===== src/rtl/noc_params.sv =====
// Shared NoC types for the virtual-channel buffer controller: flit layout,
// flit labels, VC id width and the controller FSM state encoding.
package noc_params;

  localparam int VC_SIZE   = 2;
  localparam int DATA_SIZE = 16;

  typedef enum logic [1:0] {
    HEAD     = 2'd0,
    BODY     = 2'd1,
    TAIL     = 2'd2,
    HEADTAIL = 2'd3
  } flit_label_t;

  typedef struct packed {
    flit_label_t            label;
    logic [VC_SIZE-1:0]     vc_id;
    logic [DATA_SIZE-1:0]   data;
  } flit_t;

  typedef enum logic [1:0] {
    IDLE   = 2'd0,
    VA     = 2'd1,
    ACTIVE = 2'd2
  } vc_state_t;

  // A packet opens on HEAD or HEADTAIL.
  function automatic logic is_head(input flit_label_t label);
    return (label == HEAD) || (label == HEADTAIL);
  endfunction

  // A packet closes on TAIL or HEADTAIL.
  function automatic logic is_tail(input flit_label_t label);
    return (label == TAIL) || (label == HEADTAIL);
  endfunction

endpackage


===== src/rtl/vc_buffer_ctrl_if.sv =====
// Link-side bundle of the VC buffer controller. The slave modport is the
// controller, the master modport is whoever drives the upstream link and
// the allocators.
//
// Handshake semantics: every *_i strobe (valid_i, vc_valid_i, sa_grant_i,
// credit_i) is a single-cycle event taken at the rising clock edge where it
// is high; there is no ready back-pressure. Flow control is carried by
// credits (credit_o upstream, credit_i from downstream) and by is_full_o;
// a write while full with no simultaneous pop is dropped and flagged on
// error_o. Output strobes (flit_valid_o, credit_o, error_o) are one-cycle
// pulses, and flit_o is only meaningful while flit_valid_o is high.
interface vc_buffer_ctrl_if;
  import noc_params::*;

  flit_t              data_i;
  logic               valid_i;
  logic               vc_valid_i;
  logic [VC_SIZE-1:0] vc_new_i;
  logic               sa_grant_i;
  logic               credit_i;
  logic               va_request_o;
  logic               sa_request_o;
  flit_t              flit_o;
  logic               flit_valid_o;
  logic               credit_o;
  logic               error_o;
  logic               is_full_o;
  logic               is_empty_o;

  modport slave (
    input  data_i, valid_i, vc_valid_i, vc_new_i, sa_grant_i, credit_i,
    output va_request_o, sa_request_o, flit_o, flit_valid_o, credit_o,
           error_o, is_full_o, is_empty_o
  );

  modport master (
    output data_i, valid_i, vc_valid_i, vc_new_i, sa_grant_i, credit_i,
    input  va_request_o, sa_request_o, flit_o, flit_valid_o, credit_o,
           error_o, is_full_o, is_empty_o
  );

endinterface


===== src/rtl/circular_buffer.sv =====
// First-word-fall-through flit FIFO. The front entry is visible on data_o
// without a read strobe; read_i pops it. A write while full is accepted only
// when a pop happens in the same cycle, otherwise it is dropped and
// overflow_o flags it combinationally.
module circular_buffer
  import noc_params::*;
#(
  parameter int BUFFER_SIZE = 8
) (
  input  logic  clk,
  input  logic  rst,
  input  flit_t data_i,
  input  logic  write_i,
  input  logic  read_i,
  output flit_t data_o,
  output logic  is_full_o,
  output logic  is_empty_o,
  output logic  overflow_o
);

  localparam int PTR_W = (BUFFER_SIZE > 1) ? $clog2(BUFFER_SIZE) : 1;
  localparam int CNT_W = $clog2(BUFFER_SIZE) + 1;

  flit_t            mem [BUFFER_SIZE];
  logic [PTR_W-1:0] rd_ptr;
  logic [PTR_W-1:0] wr_ptr;
  logic [CNT_W-1:0] count;
  logic             do_read;
  logic             do_write;

  // Explicit wrap so depths that are not a power of two still work.
  function automatic logic [PTR_W-1:0] next_ptr(input logic [PTR_W-1:0] p);
    return (p == PTR_W'(BUFFER_SIZE - 1)) ? '0 : p + 1'b1;
  endfunction

  assign is_empty_o = (count == '0);
  assign is_full_o  = (count == CNT_W'(BUFFER_SIZE));
  assign do_read    = read_i && !is_empty_o;
  assign do_write   = write_i && (!is_full_o || do_read);
  assign overflow_o = write_i && is_full_o && !do_read;
  assign data_o     = mem[rd_ptr];

  // Pointer and occupancy bookkeeping; reset empties the buffer logically.
  always_ff @(posedge clk) begin
    if (!rst) begin
      rd_ptr <= '0;
      wr_ptr <= '0;
      count  <= '0;
    end else begin
      if (do_write) wr_ptr <= next_ptr(wr_ptr);
      if (do_read)  rd_ptr <= next_ptr(rd_ptr);
      case ({do_write, do_read})
        2'b10:   count <= count + 1'b1;
        2'b01:   count <= count - 1'b1;
        default: count <= count;
      endcase
    end
  end

  // Storage array; contents need no reset because count gates visibility.
  always_ff @(posedge clk) begin
    if (do_write) mem[wr_ptr] <= data_i;
  end

endmodule


===== src/rtl/vc_buffer_ctrl.sv =====
// Input virtual-channel controller: buffers incoming flits, requests a
// downstream VC for each packet, then requests the switch flit by flit while
// downstream credits remain. Granted flits leave one cycle later with their
// vc_id rewritten to the allocated VC, and a credit goes back upstream.
module vc_buffer_ctrl
  import noc_params::*;
#(
  parameter int BUFFER_SIZE = 8
) (
  input  logic                         clk,
  input  logic                         rst,
  vc_buffer_ctrl_if.slave              bus,
  output vc_state_t                    state_o,
  output logic [$clog2(BUFFER_SIZE):0] credits_o
);

  localparam int CNT_W = $clog2(BUFFER_SIZE) + 1;

  vc_state_t          state;
  vc_state_t          state_next;
  logic [CNT_W-1:0]   credits;
  logic [VC_SIZE-1:0] vc_q;
  flit_t              front;
  flit_t              fwd;
  flit_t              flit_q;
  logic               flit_valid_q;
  logic               credit_q;
  logic               error_q;
  logic               buf_pop;
  logic               buf_full;
  logic               buf_empty;
  logic               overflow;
  logic               discard_err;
  logic               credit_err;
  logic               va_req;
  logic               sa_req;
  logic               latch_vc;
  logic               grant_ok;

  circular_buffer #(
    .BUFFER_SIZE(BUFFER_SIZE)
  ) u_buffer (
    .clk       (clk),
    .rst       (rst),
    .data_i    (bus.data_i),
    .write_i   (bus.valid_i),
    .read_i    (buf_pop),
    .data_o    (front),
    .is_full_o (buf_full),
    .is_empty_o(buf_empty),
    .overflow_o(overflow)
  );

  // Grants only count while a request is up; a stray grant does nothing.
  assign grant_ok   = sa_req && bus.sa_grant_i;
  // A returned credit with the counter already full is a protocol error.
  assign credit_err = bus.credit_i && !grant_ok && (credits == CNT_W'(BUFFER_SIZE));

  // FSM state register.
  always_ff @(posedge clk) begin
    if (!rst) state <= IDLE;
    else      state <= state_next;
  end

  // Next-state logic plus buffer pop, request and error strobes.
  always_comb begin
    state_next  = state;
    buf_pop     = 1'b0;
    discard_err = 1'b0;
    va_req      = 1'b0;
    sa_req      = 1'b0;
    latch_vc    = 1'b0;
    case (state)
      IDLE: begin
        if (!buf_empty) begin
          if (is_head(front.label)) begin
            state_next = VA;
          end else begin
            // Orphan BODY/TAIL with no open packet: drop it and flag it.
            buf_pop     = 1'b1;
            discard_err = 1'b1;
          end
        end
      end
      VA: begin
        va_req = 1'b1;
        if (bus.vc_valid_i) begin
          latch_vc   = 1'b1;
          state_next = ACTIVE;
        end
      end
      ACTIVE: begin
        sa_req = !buf_empty && (credits != '0);
        if (sa_req && bus.sa_grant_i) begin
          buf_pop = 1'b1;
          // Closing the packet here keeps a following HEAD out of this phase.
          if (is_tail(front.label)) state_next = IDLE;
        end
      end
      default: state_next = IDLE;
    endcase
  end

  // Forwarded flit carries the allocated downstream VC.
  always_comb begin
    fwd       = front;
    fwd.vc_id = vc_q;
  end

  // Downstream credit counter: saturates at BUFFER_SIZE, never underflows
  // because a grant is only honoured with credits above zero.
  always_ff @(posedge clk) begin
    if (!rst) begin
      credits <= CNT_W'(BUFFER_SIZE);
    end else begin
      case ({grant_ok, bus.credit_i})
        2'b10:   credits <= credits - 1'b1;
        2'b01:   if (!credit_err) credits <= credits + 1'b1;
        default: credits <= credits;
      endcase
    end
  end

  // Output register, latched VC and the one-cycle error pulse.
  always_ff @(posedge clk) begin
    if (!rst) begin
      flit_q       <= '0;
      flit_valid_q <= 1'b0;
      credit_q     <= 1'b0;
      error_q      <= 1'b0;
      vc_q         <= '0;
    end else begin
      flit_valid_q <= grant_ok;
      credit_q     <= grant_ok;
      error_q      <= overflow || discard_err || credit_err;
      if (grant_ok) flit_q <= fwd;
      if (latch_vc) vc_q   <= bus.vc_new_i;
    end
  end

  assign bus.va_request_o = va_req;
  assign bus.sa_request_o = sa_req;
  assign bus.flit_o       = flit_q;
  assign bus.flit_valid_o = flit_valid_q;
  assign bus.credit_o     = credit_q;
  assign bus.error_o      = error_q;
  assign bus.is_full_o    = buf_full;
  assign bus.is_empty_o   = buf_empty;
  assign state_o          = state;
  assign credits_o        = credits;

endmodule


===== src/flat_wrapper.sv =====
// flat-port wrapper written by rule: the top's interface ports become plain ports
module vc_buffer_ctrl_flat import noc_params::*;
#(
  parameter int BUFFER_SIZE = 8
)
  (clk, rst, state_o, credits_o, bus_data_i, bus_valid_i, bus_vc_valid_i, bus_vc_new_i, bus_sa_grant_i, bus_credit_i, bus_va_request_o, bus_sa_request_o, bus_flit_o, bus_flit_valid_o, bus_credit_o, bus_error_o, bus_is_full_o, bus_is_empty_o);
  vc_buffer_ctrl_if bus_i ();
  input  logic clk;
  input  logic rst;
  output vc_state_t state_o;
  output logic [$clog2(BUFFER_SIZE):0] credits_o;
  input wire logic [$bits(bus_i.data_i)-1:0] bus_data_i;
  input wire logic [$bits(bus_i.valid_i)-1:0] bus_valid_i;
  input wire logic [$bits(bus_i.vc_valid_i)-1:0] bus_vc_valid_i;
  input wire logic [$bits(bus_i.vc_new_i)-1:0] bus_vc_new_i;
  input wire logic [$bits(bus_i.sa_grant_i)-1:0] bus_sa_grant_i;
  input wire logic [$bits(bus_i.credit_i)-1:0] bus_credit_i;
  output wire logic [$bits(bus_i.va_request_o)-1:0] bus_va_request_o;
  output wire logic [$bits(bus_i.sa_request_o)-1:0] bus_sa_request_o;
  output wire logic [$bits(bus_i.flit_o)-1:0] bus_flit_o;
  output wire logic [$bits(bus_i.flit_valid_o)-1:0] bus_flit_valid_o;
  output wire logic [$bits(bus_i.credit_o)-1:0] bus_credit_o;
  output wire logic [$bits(bus_i.error_o)-1:0] bus_error_o;
  output wire logic [$bits(bus_i.is_full_o)-1:0] bus_is_full_o;
  output wire logic [$bits(bus_i.is_empty_o)-1:0] bus_is_empty_o;
  assign bus_i.data_i = bus_data_i;
  assign bus_i.valid_i = bus_valid_i;
  assign bus_i.vc_valid_i = bus_vc_valid_i;
  assign bus_i.vc_new_i = bus_vc_new_i;
  assign bus_i.sa_grant_i = bus_sa_grant_i;
  assign bus_i.credit_i = bus_credit_i;
  assign bus_va_request_o = bus_i.va_request_o;
  assign bus_sa_request_o = bus_i.sa_request_o;
  assign bus_flit_o = bus_i.flit_o;
  assign bus_flit_valid_o = bus_i.flit_valid_o;
  assign bus_credit_o = bus_i.credit_o;
  assign bus_error_o = bus_i.error_o;
  assign bus_is_full_o = bus_i.is_full_o;
  assign bus_is_empty_o = bus_i.is_empty_o;
  vc_buffer_ctrl #(.BUFFER_SIZE(BUFFER_SIZE)) u_core (.clk(clk), .rst(rst), .bus(bus_i), .state_o(state_o), .credits_o(credits_o));
endmodule

===== config.mk =====
export PLATFORM = sky130hd
export DESIGN_NAME = vc_buffer_ctrl_flat
export DESIGN_NICKNAME = d
export VERILOG_FILES = /design/src/rtl/noc_params.sv /design/src/rtl/vc_buffer_ctrl_if.sv /design/src/rtl/circular_buffer.sv /design/src/rtl/vc_buffer_ctrl.sv /design/src/flat_wrapper.sv
export SDC_FILE = /design/constraint.sdc
export NUM_CORES = 1
export LEC_CHECK = 0
export BUFFER_PORTS_ARGS = -buffer_cell sky130_fd_sc_hd__buf_2
export CORE_MARGIN = 8
export CORE_UTILIZATION = 45
export CTS_CLUSTER_SIZE = 8
export DETAILED_ROUTE_END_ITERATION = 10
export GPL_ROUTABILITY_DRIVEN = 0
export PLACE_DENSITY = 0.65
export REMOVE_ABC_BUFFERS = 1
export SLEW_MARGIN = 20
export SYNTH_ARGS = -nofsm -noshare
export SYNTH_HDL_FRONTEND = slang
export SYNTH_SLANG_ARGS = --single-unit

===== constraint.sdc =====
create_clock -name clk -period 7.8 [get_ports clk]
set_clock_uncertainty 0.2 [all_clocks]
set_input_delay 0.39 -clock clk [delete_from_list [all_inputs] [get_ports clk]]
set_output_delay 0.39 -clock clk [all_outputs]
set_load 0.1 [all_outputs]

==> results of run 1 <==
==> Yosys cell counts, types with 9 or more instances <==
cell type    n  area, µm²
o21ai_0     20        100
nand3_1      9       45.0
edfxtp_1   144       4320
mux4_2      36        811
dfxtp_1     43        861
buf_2        9       45.0
mux2i_1     25        250
ha_1         9        113
clkbuf_1    11       41.3
a21oi_1     28        140
nand2_1     23       86.3
==> critical path, cell delays in order, from the launching register on <==
cell,delay (ps)
dfxtp_2,880
buf_4,420
mux4_2,540
mux2_2,310
ha_1,310
nor3_1,420
a21o_4,210
a31oi_4,230
nor4b_2,950
buf_4,380
==> layout make-up <==
class	count	area (µm²)
well taps	220	275
fillers	1320	7770
clock inverters	15	181
inverters	7	26.3
clock buffers	17	425
flip-flops and latches	187	5190
multi-input cells	224	2160
repair buffers	70	380
==> through the flow <==
step	total power [µW]	cell area, µm²	util, %	setup WS (ps)
after floorplan	1730	7320	-	1600
after global placement	1870	8020	48.9	2540
after detailed placement	1890	8020	48.9	2570
after CTS	2770	8630	52.6	2520
after global routing	2860	8640	52.7	2270
final	2740	8640	52.7	2620
==> final timing paths <==
path / startpoint / to / slack, ps
worst min-delay path: bus_vc_new_i[0] / u_core.vc_q[0] / 20
worst min register to register: u_core.bus.flit_o[16] / u_core.bus.flit_o[16] / 260
worst max register to register: flip-flop / u_core.u_buffer.mem[5][18] / 2620
worst max-delay path: flip-flop / u_core.u_buffer.mem[5][18] / 2620
==> sequential cells by signal (all words and copies together) (netlist names), 2 cells and up, named ones only <==
name	count
u_core.u_buffer.mem	144
u_core.bus.flit_o	20
u_core.credits_o	4
u_core.u_buffer.count	4
u_core.u_buffer.rd_ptr	3
u_core.u_buffer.wr_ptr	3
u_core.state_o	2
u_core.vc_q	2
==> cells in the final DEF, fill, tap and decap left out, types with 2 or more instances in the layout <==
master     instances
nor4_1             2
mux2_2             2
nor2_1             7
nand3_1            9
mux4_2            36
nand2_1           23
inv_1              6
dfxtp_1           42
or4_1              2
edfxtp_1         144
ha_1               9
buf_4             12
buf_2             58
clkinv_4           4
o21ai_0           20
a21oi_1           28
xnor2_1            3
and3_1             4
inv_6              5
bufinv_16          2
inv_8              2
nor3_1             4
clkbuf_16         17
nor4b_2            4
nor2b_1            3
nand2b_1           5
nor4b_1            2
nor3_2             3
a211oi_1           3
o2111ai_1          4
o22ai_1            3
mux2i_1           25
==> power groups by stage <==
stage	sequential, µW	combinational, µW	clock [µW]
final	1260	610	873
after global routing	1270	658	929
after CTS	1260	618	890
after detailed placement	1280	615	0
after global placement	1270	601	0
after floorplan	1360	370	0
==> cells by family after synthesis <==
group	share of synthesized area, %
DFF	69.2
and+or+nand+nor	5.98
AOI/OAI and AO/OA	5.45
muxes	14.6
buffers and inverters	2.61
adders and majority gates	1.77
xor gates and xnor gates	0.351
==> per-layer routing <==
layer,routed length [µm],up-vias,track usage (%)
met5,0,-,0
met4,178,0,4.52
met3,822,15,4.32
met2,7210,108,23.6
met1,6380,2054,17.4
li1,-,1895,-
==> metrics.txt, run 1 <==
Worst-path clk slew 70 ps; power share of the combinational group 22.3%; final std cells w/o fill 740; post-synthesis cell area 0.00749 mm²; share of power burned in registers 45.9%; vias post-DR 4072; DRC Markers 0; Core Footprint 0.0164 mm²; n_diodes 0; setup TNS 0 ps; die span in y 145 µm; nets 545; sw frac 31.3%; hold crit path type primary input to flip-flop; Syn Area/Cell 16.8 µm²; # port buffers 58; share of power burned in the clock network 31.9%; FFs w/ async S/R, synth 0%; Pleak 0.00295 µW; Worst Path Arrival 5100 ps; final setup vio count 0; Fin. Hold Viols 0; ANT nets after route 0; minimum clock period 5180 ps; Clk Latency, worst-skew pair 430 ps; H-tree Lvls 4; Worst setup EP type flip-flop; worst setup path category flip-flop to flip-flop; post_cts resized 0; vias in the first global route 4176; Max IR drop VDD 222 µV; Cell variety after synth 51; number of buffers created by CTS 17; Net Sw Power 859 µW; number of I/O pins 61; ratio of cells with drive above 1 in the final layout 30.0%; Worst Setup Start Kind flip-flop; fmax 193 MHz; WHS 24.7 ps; count of pins over their slew limit 0; Worst Tran Pin Value 1080 ps; Yosys Warn Count 0; CP Max Fanout 23; first-pass GRT wire length 23200 µm; DRT iter0 DRCs 255; PD cells 317 mW/mm²; Rows 47; Die W 145 µm; CTS Hold Bufs 0; wire per inst 19.7 µm; Clock Root Buffer clkbuf_16; CTS max path bufs 2; Main synth FF type edfxtp_1; Area Growth Syn to Fin 15.4%; area of the die 0.0210 mm²; vias per inst 5.50; total clock sinks 187; final wirelength 14600 µm; initial antenna violation count 0; total gr overflow 0; Post-synth EDFFs 144; MaxCap Viol Count 0; largest net degree at the start of global routing 42; Final period util 66.4%; Seq/Total Area, Yosys 69.2%; TritonRoute pass-1 iters 4; synthesized instance count 447; Hold Path Depth 3; # Post-CTS Setup Buffers 0; WP data required 7720 ps; FF+latch count, synth 187; DP HPWL 9060 µm; Int Pwr 1880 µW; number of cells after detailed placement 708; Worst Reg2Reg Path Length in Cells 9; status finished clean; RSZ-0062 raised after global routing false; Initial Util 45.6%; CTS tree done; GRT Util Overall 14.2%; relative slew slack 27.8%
(Power assumes the default switching activity.)
==> run 2: changes to the inputs <==
--- a/config.mk
+++ b/config.mk
@@ -5,13 +5,14 @@
 export SDC_FILE = /design/constraint.sdc
 export NUM_CORES = 1
 export LEC_CHECK = 0
+export ABC_AREA = 1
 export BUFFER_PORTS_ARGS = -buffer_cell sky130_fd_sc_hd__buf_2
 export CORE_MARGIN = 8
 export CORE_UTILIZATION = 45
 export CTS_CLUSTER_SIZE = 8
 export DETAILED_ROUTE_END_ITERATION = 10
 export GPL_ROUTABILITY_DRIVEN = 0
-export PLACE_DENSITY = 0.65
+export PLACE_DENSITY = 0.67
 export REMOVE_ABC_BUFFERS = 1
 export SLEW_MARGIN = 20
 export SYNTH_ARGS = -nofsm -noshare
==> constraint.sdc (replaced) <==
create_clock -name clk -period 4.5 [get_ports clk]
set_clock_uncertainty 0.2 [all_clocks]
set_input_delay 0.225 -clock clk [delete_from_list [all_inputs] [get_ports clk]]
set_output_delay 0.225 -clock clk [all_outputs]
set_load 0.1 [all_outputs]
==> run 2 against run 1 <==
Clock power rose by 75%. Maximum frequency rose by 33%. Sequential power rose by 71%.
==> metrics.txt, run 2 <==
Synth top cells by count 144 x edfxtp_1, 101 x nor2_1, 55 x o21ai_0, 43 x dfxtp_1, 43 x nand2_1; number of flip-flops in the largest register 144 (unchanged); vias in the first global route 4841 (+16%); Post-synth EDFFs 144 (unchanged); FFs w/ async S/R, synth 0% (unchanged); Synth area leader edfxtp_1; total clock sinks 187 (unchanged); largest family of logic cells by synthesized area compound AO/OA/AOI/OAI gates; power share of the combinational group 27.5% (+5.2 points); fmax 258 MHz (+33%); CTS tree done; final wirelength 15800 µm (+8.4%); FF+latch count, synth 187 (unchanged); post-synthesis simple-gate area fraction 9.56% (+3.6 points); n_diodes 0 (unchanged); Worst Setup EP u_core.u_buffer.mem[5][1]; number of I/O pins 61 (unchanged); CTS max path bufs 2 (unchanged); Worst Path Arrival 3800 ps (-1300 ps); RSZ-0062 raised after global routing false; Post-Synth Adder-Cell Area 1.79% (+0.019 points); Core Footprint 0.0163 mm² (-0.36%); Synth Area in Compound Gates 12.5% (+7.1 points); commonest non-fill, non-tap cells in the layout 144 x edfxtp_1, 101 x nor2_1, 58 x buf_2; Final Core Density 54.2% (+1.5 points); ANT nets after route 0 (unchanged); total gr overflow 0 (unchanged); area of the die 0.0208 mm² (-0.95%); Hold Path Depth 4 (+1); DRC Markers 0 (unchanged); Worst-path clk slew 70 ps (about the same); largest net degree at the start of global routing 53 (+26%); first-pass GRT wire length 25000 µm (+7.7%); sw frac 34.8% (+3.4 points); worst setup path category flip-flop to flip-flop; # port buffers 58 (unchanged); Initial Util 45.3% (-0.33 points); worst r2r dst u_core.u_buffer.mem[5][1]; Register Area 0.00519 mm² (about the same); Worst Setup Start Kind flip-flop; Clock Root Buffer clkbuf_16; number of buffers created by CTS 17 (unchanged); Die W 144 µm (-0.48%); Area Growth Syn to Fin 19.6%; relative slew slack 36.6% (+8.8 points); Pleak 0.00323 µW (+9.4%); Biggest register u_core.u_buffer.mem; XOR/XNOR Fraction of Synth Area 0.355% (+0.0038 points); total power 5060 µW (+85%); final std cells w/o fill 923 (+25%); nets 728 (+34%); # Post-CTS Setup Buffers 0 (unchanged); top cells by area, synth edfxtp_1 58%, dfxtp_1 12%, nor2_1 5.1%; Clk Latency, worst-skew pair 430 ps (about the same); Rows 47 (unchanged); final setup vio count 0 (unchanged); Filler Cells Inserted 1399 (+6.0%); DP HPWL 9880 µm (+9.1%); hold crit path type primary input to flip-flop; Net Sw Power 1760 µW (+100%); Max IR drop VDD 348 µV (+57%); H-tree Lvls 4 (unchanged); DRT iter0 DRCs 310 (+22%); Fin. Hold Viols 0 (unchanged); CP Max Fanout 26 (+13%); vias post-DR 4904 (+20%); Cell variety after synth 34 (-33%); top-count cell post-synth edfxtp_1; MaxCap Viol Count 0 (unchanged); PD cells 572 mW/mm² (+80%); share of power burned in registers 42.4% (-3.5 points); Worst setup EP type flip-flop; r2r setup slk 620 ps (-2000 ps); Int Pwr 3300 µW (+76%); die span in y 144 µm (-0.48%); WP data required 4420 ps (-3300 ps); top cell type's share of synthesized area 58.4% (+0.62 points); Main synth FF type edfxtp_1; ratio of cells with drive above 1 in the final layout 17.9% (-12 points); Final period util 86.2% (+20 points); most common cell after layout, fill and taps aside edfxtp_1; status finished clean; vias per inst 5.31 (-3.4%); count of pins over their slew limit 0 (unchanged); Seq/Total Area, Yosys 70.0% (+0.75 points); share of power burned in the clock network 30.1% (-1.8 points); minimum clock period 3880 ps (-1300 ps); number of cells after detailed placement 867 (+22%); Worst Reg2Reg Path Length in Cells 18 (+9); TritonRoute pass-1 iters 4 (unchanged); post-synthesis cell area 0.00741 mm² (-1.1%); mux cell area share after synthesis 2.16% (-12 points); Syn Area/Cell 12.4 µm² (-26%); Yosys Warn Count 0 (unchanged); initial antenna violation count 0 (unchanged); Worst Tran Pin Value 951 ps (-130 ps); wire per inst 17.1 µm (-13%); synthesized instance count 599 (+34%); area of the multi-input gates 0.00196 mm² (-9.7%); GRT Util Overall 15.8% (+1.6 points)
==> run 2: power by group through the flow <==
stage	clock (µW)	combinational, µW	sequential, µW
global placement	0	1330	2170
floorplan	0	774	2430
detailed placement	0	1370	2180
CTS	1550	1400	2150
global route	1610	1530	2170
finish	1530	1390	2150
==> run 2: cell families (layout without fill, tap and decap cells) <==
family                     after synthesis  in the layout
AOI/OAI and AO/OA                      148            148
muxes                                   16             16
buffers and inverters                   67            171
and+or+nand+nor                        168            168
DFF                                    187            187
adders and majority gates               10             10
xor gates and xnor gates                 3              3
==> run 2: worst max-delay path, stage by stage (launching register included) <==
cell	delay, ps
dfxtp_2	470
inv_1	330
buf_4	310
nor2_1	60
o32ai_1	250
nand2_1	80
o21ai_0	120
inv_1	100
ha_1	320
nor3_1	140
nand2_1	120
nand2_4	140
inv_2	90
nand2_2	90
nand2_2	90
nor2_1	90
inv_1	100
nor2_1	170
buf_4	280
==> run 2: per-layer routing <==
layer	track usage (%)	vias up	wire length (µm)
met3	3.57	28	977
met5	0	-	0
met4	6.68	0	276
met1	19.9	2369	7060
met2	25.9	139	7500
li1	-	2368	-
==> run 2: area by class of cell <==
type / count / share of cell area [%]
Clock buffer: 18 / 4.96
Clock inverter: 14 / 1.88
Inverter: 33 / 1.40
Multi-Input combinational cell: 345 / 22.1
Sequential cell: 187 / 58.6
Tap cell: 220 / 3.11
Timing Repair Buffer: 106 / 8.02
==> run 2: what timing repair did <==
item	in CTS	in global routing
resized for setup	0	0
hold endpoints to repair	156	0
hold buffers	24	0
==> run 2: how the worst min path moves through the flow <==
stage,from,end,slack (ps)
CTS,bus_sa_grant_i,u_core.state_o[1],20
global placement,u_core.vc_q[0],u_core.bus.flit_o[16],240
global route,bus_sa_grant_i,u_core.state_o[1],70
floorplan,bus_data_i[0],u_core.u_buffer.mem[0][0],120
finish,bus_sa_grant_i,u_core.state_o[1],40
detailed placement,u_core.vc_q[1],u_core.vc_q[1],250
==> run 2: through the flow <==
stage	worst slack (ps)	TNS (ps)	hold WS, ps	instance area [µm²]
final	620	0	37.6	8860
after global routing	181	0	70.5	8860
after CTS	572	0	15.0	8860
after detailed placement	645	0	250	8010
after global placement	748	0	238	8010
after floorplan	-1120	-155850	124	7260
==> run 3: changes to the inputs <==
--- a/config.mk
+++ b/config.mk
@@ -12,7 +12,7 @@
 export CTS_CLUSTER_SIZE = 8
 export DETAILED_ROUTE_END_ITERATION = 10
 export GPL_ROUTABILITY_DRIVEN = 0
-export PLACE_DENSITY = 0.67
+export PLACE_DENSITY = 0.65
 export REMOVE_ABC_BUFFERS = 1
 export SLEW_MARGIN = 20
 export SYNTH_ARGS = -nofsm -noshare
==> constraint.sdc (replaced) <==
create_clock -name clk -period 4.93 [get_ports clk]
set_clock_uncertainty 0.2 [all_clocks]
set_input_delay 0.2465 -clock clk [delete_from_list [all_inputs] [get_ports clk]]
set_output_delay 0.2465 -clock clk [all_outputs]
set_load 0.1 [all_outputs]
==> run 3 against run 2 <==
Critical path depth is 4 lower. Flip-flop and latch count stayed put. Sequential power shrank 9.3%. Critical endpoint is now u_core.u_buffer.mem[4][4]. Setup slack improved by 210 ps. Critical path type unchanged. Largest power group unchanged.
==> metrics.txt, run 3 (synthesis results as in run 2) <==
Area Growth Syn to Fin 19.1%; CTS tree done; MaxCap Viol Count 0 (unchanged); CTS Hold Bufs 22 (-8.3%); Fin. Hold Viols 0 (unchanged); total gr overflow 0 (unchanged); Max IR drop VDD 309 µV (-11%); Clock Root Buffer clkbuf_16; DP HPWL 9740 µm (-1.5%); total clock sinks 187 (unchanged); total power 4600 µW (-9.1%); CP max stage delay 650 ps (+180 ps); Placed Area 0.00801 mm² (about the same); CTS max path bufs 2 (unchanged); worst-path cell chain buf_4 -> nor2_1 -> o32ai_1 -> nand2_1 -> nand2_1 -> ha_1 -> nor3_1 -> nand2_1 -> nand2_4 -> inv_2 -> nand2_2 -> nand3_1 -> nor2_2 -> buf_12; nets 721 (-0.96%); final instance area 0.00882 mm² (-0.38%); vias post-DR 4856 (-0.98%); ANT nets after route 0 (unchanged); Die W 144 µm (unchanged); PD cells 522 mW/mm² (-8.7%); ratio of cells with drive above 1 in the final layout 17.8% (-0.11 points); first-pass GRT wire length 25400 µm (+1.6%); GRT Util Overall 16.2% (+0.33 points); CP Max Fanout 48 (+85%); DRC Markers 0 (unchanged); Core Footprint 0.0163 mm² (unchanged); Worst Path Arrival 4040 ps (+240 ps); most used cell, CP nand2_1; Worst setup EP type flip-flop; number of cells after detailed placement 862 (-0.58%); Initial Util 45.3% (unchanged); Worst-path clk slew 70 ps (about the same); Clk Latency, worst-skew pair 430 ps (about the same); Filler Cells Inserted 1433 (+2.4%); WP data required 4870 ps (+450 ps); relative slew slack 37.9% (+1.4 points); Rows 47 (unchanged); Worst Tran Pin Value 930 ps (-20.7 ps); RSZ-0062 raised after global routing false; initial antenna violation count 0 (unchanged); final setup vio count 0 (unchanged); hold crit path type primary input to flip-flop; Worst Setup Start Kind flip-flop; n_diodes 0 (unchanged); final std cells w/o fill 916 (-0.76%); most common cell after layout, fill and taps aside edfxtp_1; vias in the first global route 4746 (-2.0%); family with the most delay on the worst path simple AND/OR/NAND/NOR gates; H-tree Lvls 4 (unchanged); area of the die 0.0208 mm² (unchanged); worst setup path category flip-flop to flip-flop; CP max-delay cell dfxtp_2; # port buffers 58 (unchanged); crit path buf inv count 3 (-3); # Post-CTS Setup Buffers 0 (unchanged); die span in y 144 µm (unchanged); TritonRoute pass-1 iters 5 (+1); final wirelength 16100 µm (+1.6%); status finished clean; Biggest register u_core.u_buffer.mem; number of I/O pins 61 (unchanged); post_cts resized 0 (unchanged); WHS 39.9 ps (+2.35 ps); minimum clock period 4100 ps (+220 ps); largest net degree at the start of global routing 49 (-7.5%); commonest non-fill, non-tap cells in the layout 144 x edfxtp_1, 99 x nor2_1, 58 x buf_2; DRT iter0 DRCs 378 (+22%); vias per inst 5.30 (-0.22%); Pleak 0.00320 µW (-0.93%); number of flip-flops in the largest register 144 (unchanged); count of pins over their slew limit 0 (unchanged); Final period util 83.2% (-3.1 points); wire per inst 17.5 µm (+2.4%); number of buffers created by CTS 17 (unchanged); fmax 244 MHz (-5.4%)
-- run 3: layout make-up --
| class | instances | area, µm² | area share (%) |
|---|---|---|---|
| flip-flops and latches | 187 | 5190 | 58.8 |
| multi-input cells | 345 | 1960 | 22.2 |
| repair buffers | 99 | 678 | 7.68 |
| clock buffers | 19 | 453 | 5.13 |
| well taps | 220 | 275 | 3.12 |
| clock inverters | 13 | 146 | 1.66 |
| inverters | 33 | 124 | 1.40 |
-- run 3: metrics by stage --
| step | setup TNS [ps] | utilization (%) | setup WS [ps] |
|---|---|---|---|
| 3_5_place_dp | 0 | 49.0 | 784 |
| 6_report | 0 | 54.0 | 830 |
| 3_3_place_gp | 0 | 49.0 | 850 |
| 5_1_grt | 0 | 54.0 | 402 |
| 4_1_cts | 0 | 54.0 | 765 |
| 2_1_floorplan | -92470 | - | -689 |
-- run 3: report_power, final --
part           total (µW)  internal (µW)  switching (µW)  leakage (µW)
Sequential           1950           1840             110       0.00166
Clock                1370            749             625      0.000295
Combinational        1280            361             917       0.00124
Total                4600           2950            1650       0.00320
-- run 3: worst min-delay path: cells and delay by family --
kind	cells	cell delay [ps]
AO/OA/AOI/OAI	3	270
buffers and inverters	1	120
-- run 3: final timing paths --
kind / depth (start not counted) / startpoint / slack [ps] / end
worst max-delay path: 14 / flip-flop / 830 / u_core.u_buffer.mem[4][4]
worst min-delay path: 4 / bus_sa_grant_i / 40 / u_core.state_o[1]
worst max register to register: 14 / flip-flop / 830 / u_core.u_buffer.mem[4][4]
worst min register to register: 2 / u_core.vc_q[0] / 260 / u_core.vc_q[0]
-- run 3: per-layer routing --
metal | up-vias | routed length [µm] | GRT usage, %
met5 | - | 0 | 0
met4 | 0 | 287 | 5.70
met3 | 28 | 876 | 3.90
met2 | 140 | 7570 | 26.0
met1 | 2331 | 7330 | 21.0
li1 | 2357 | - | -
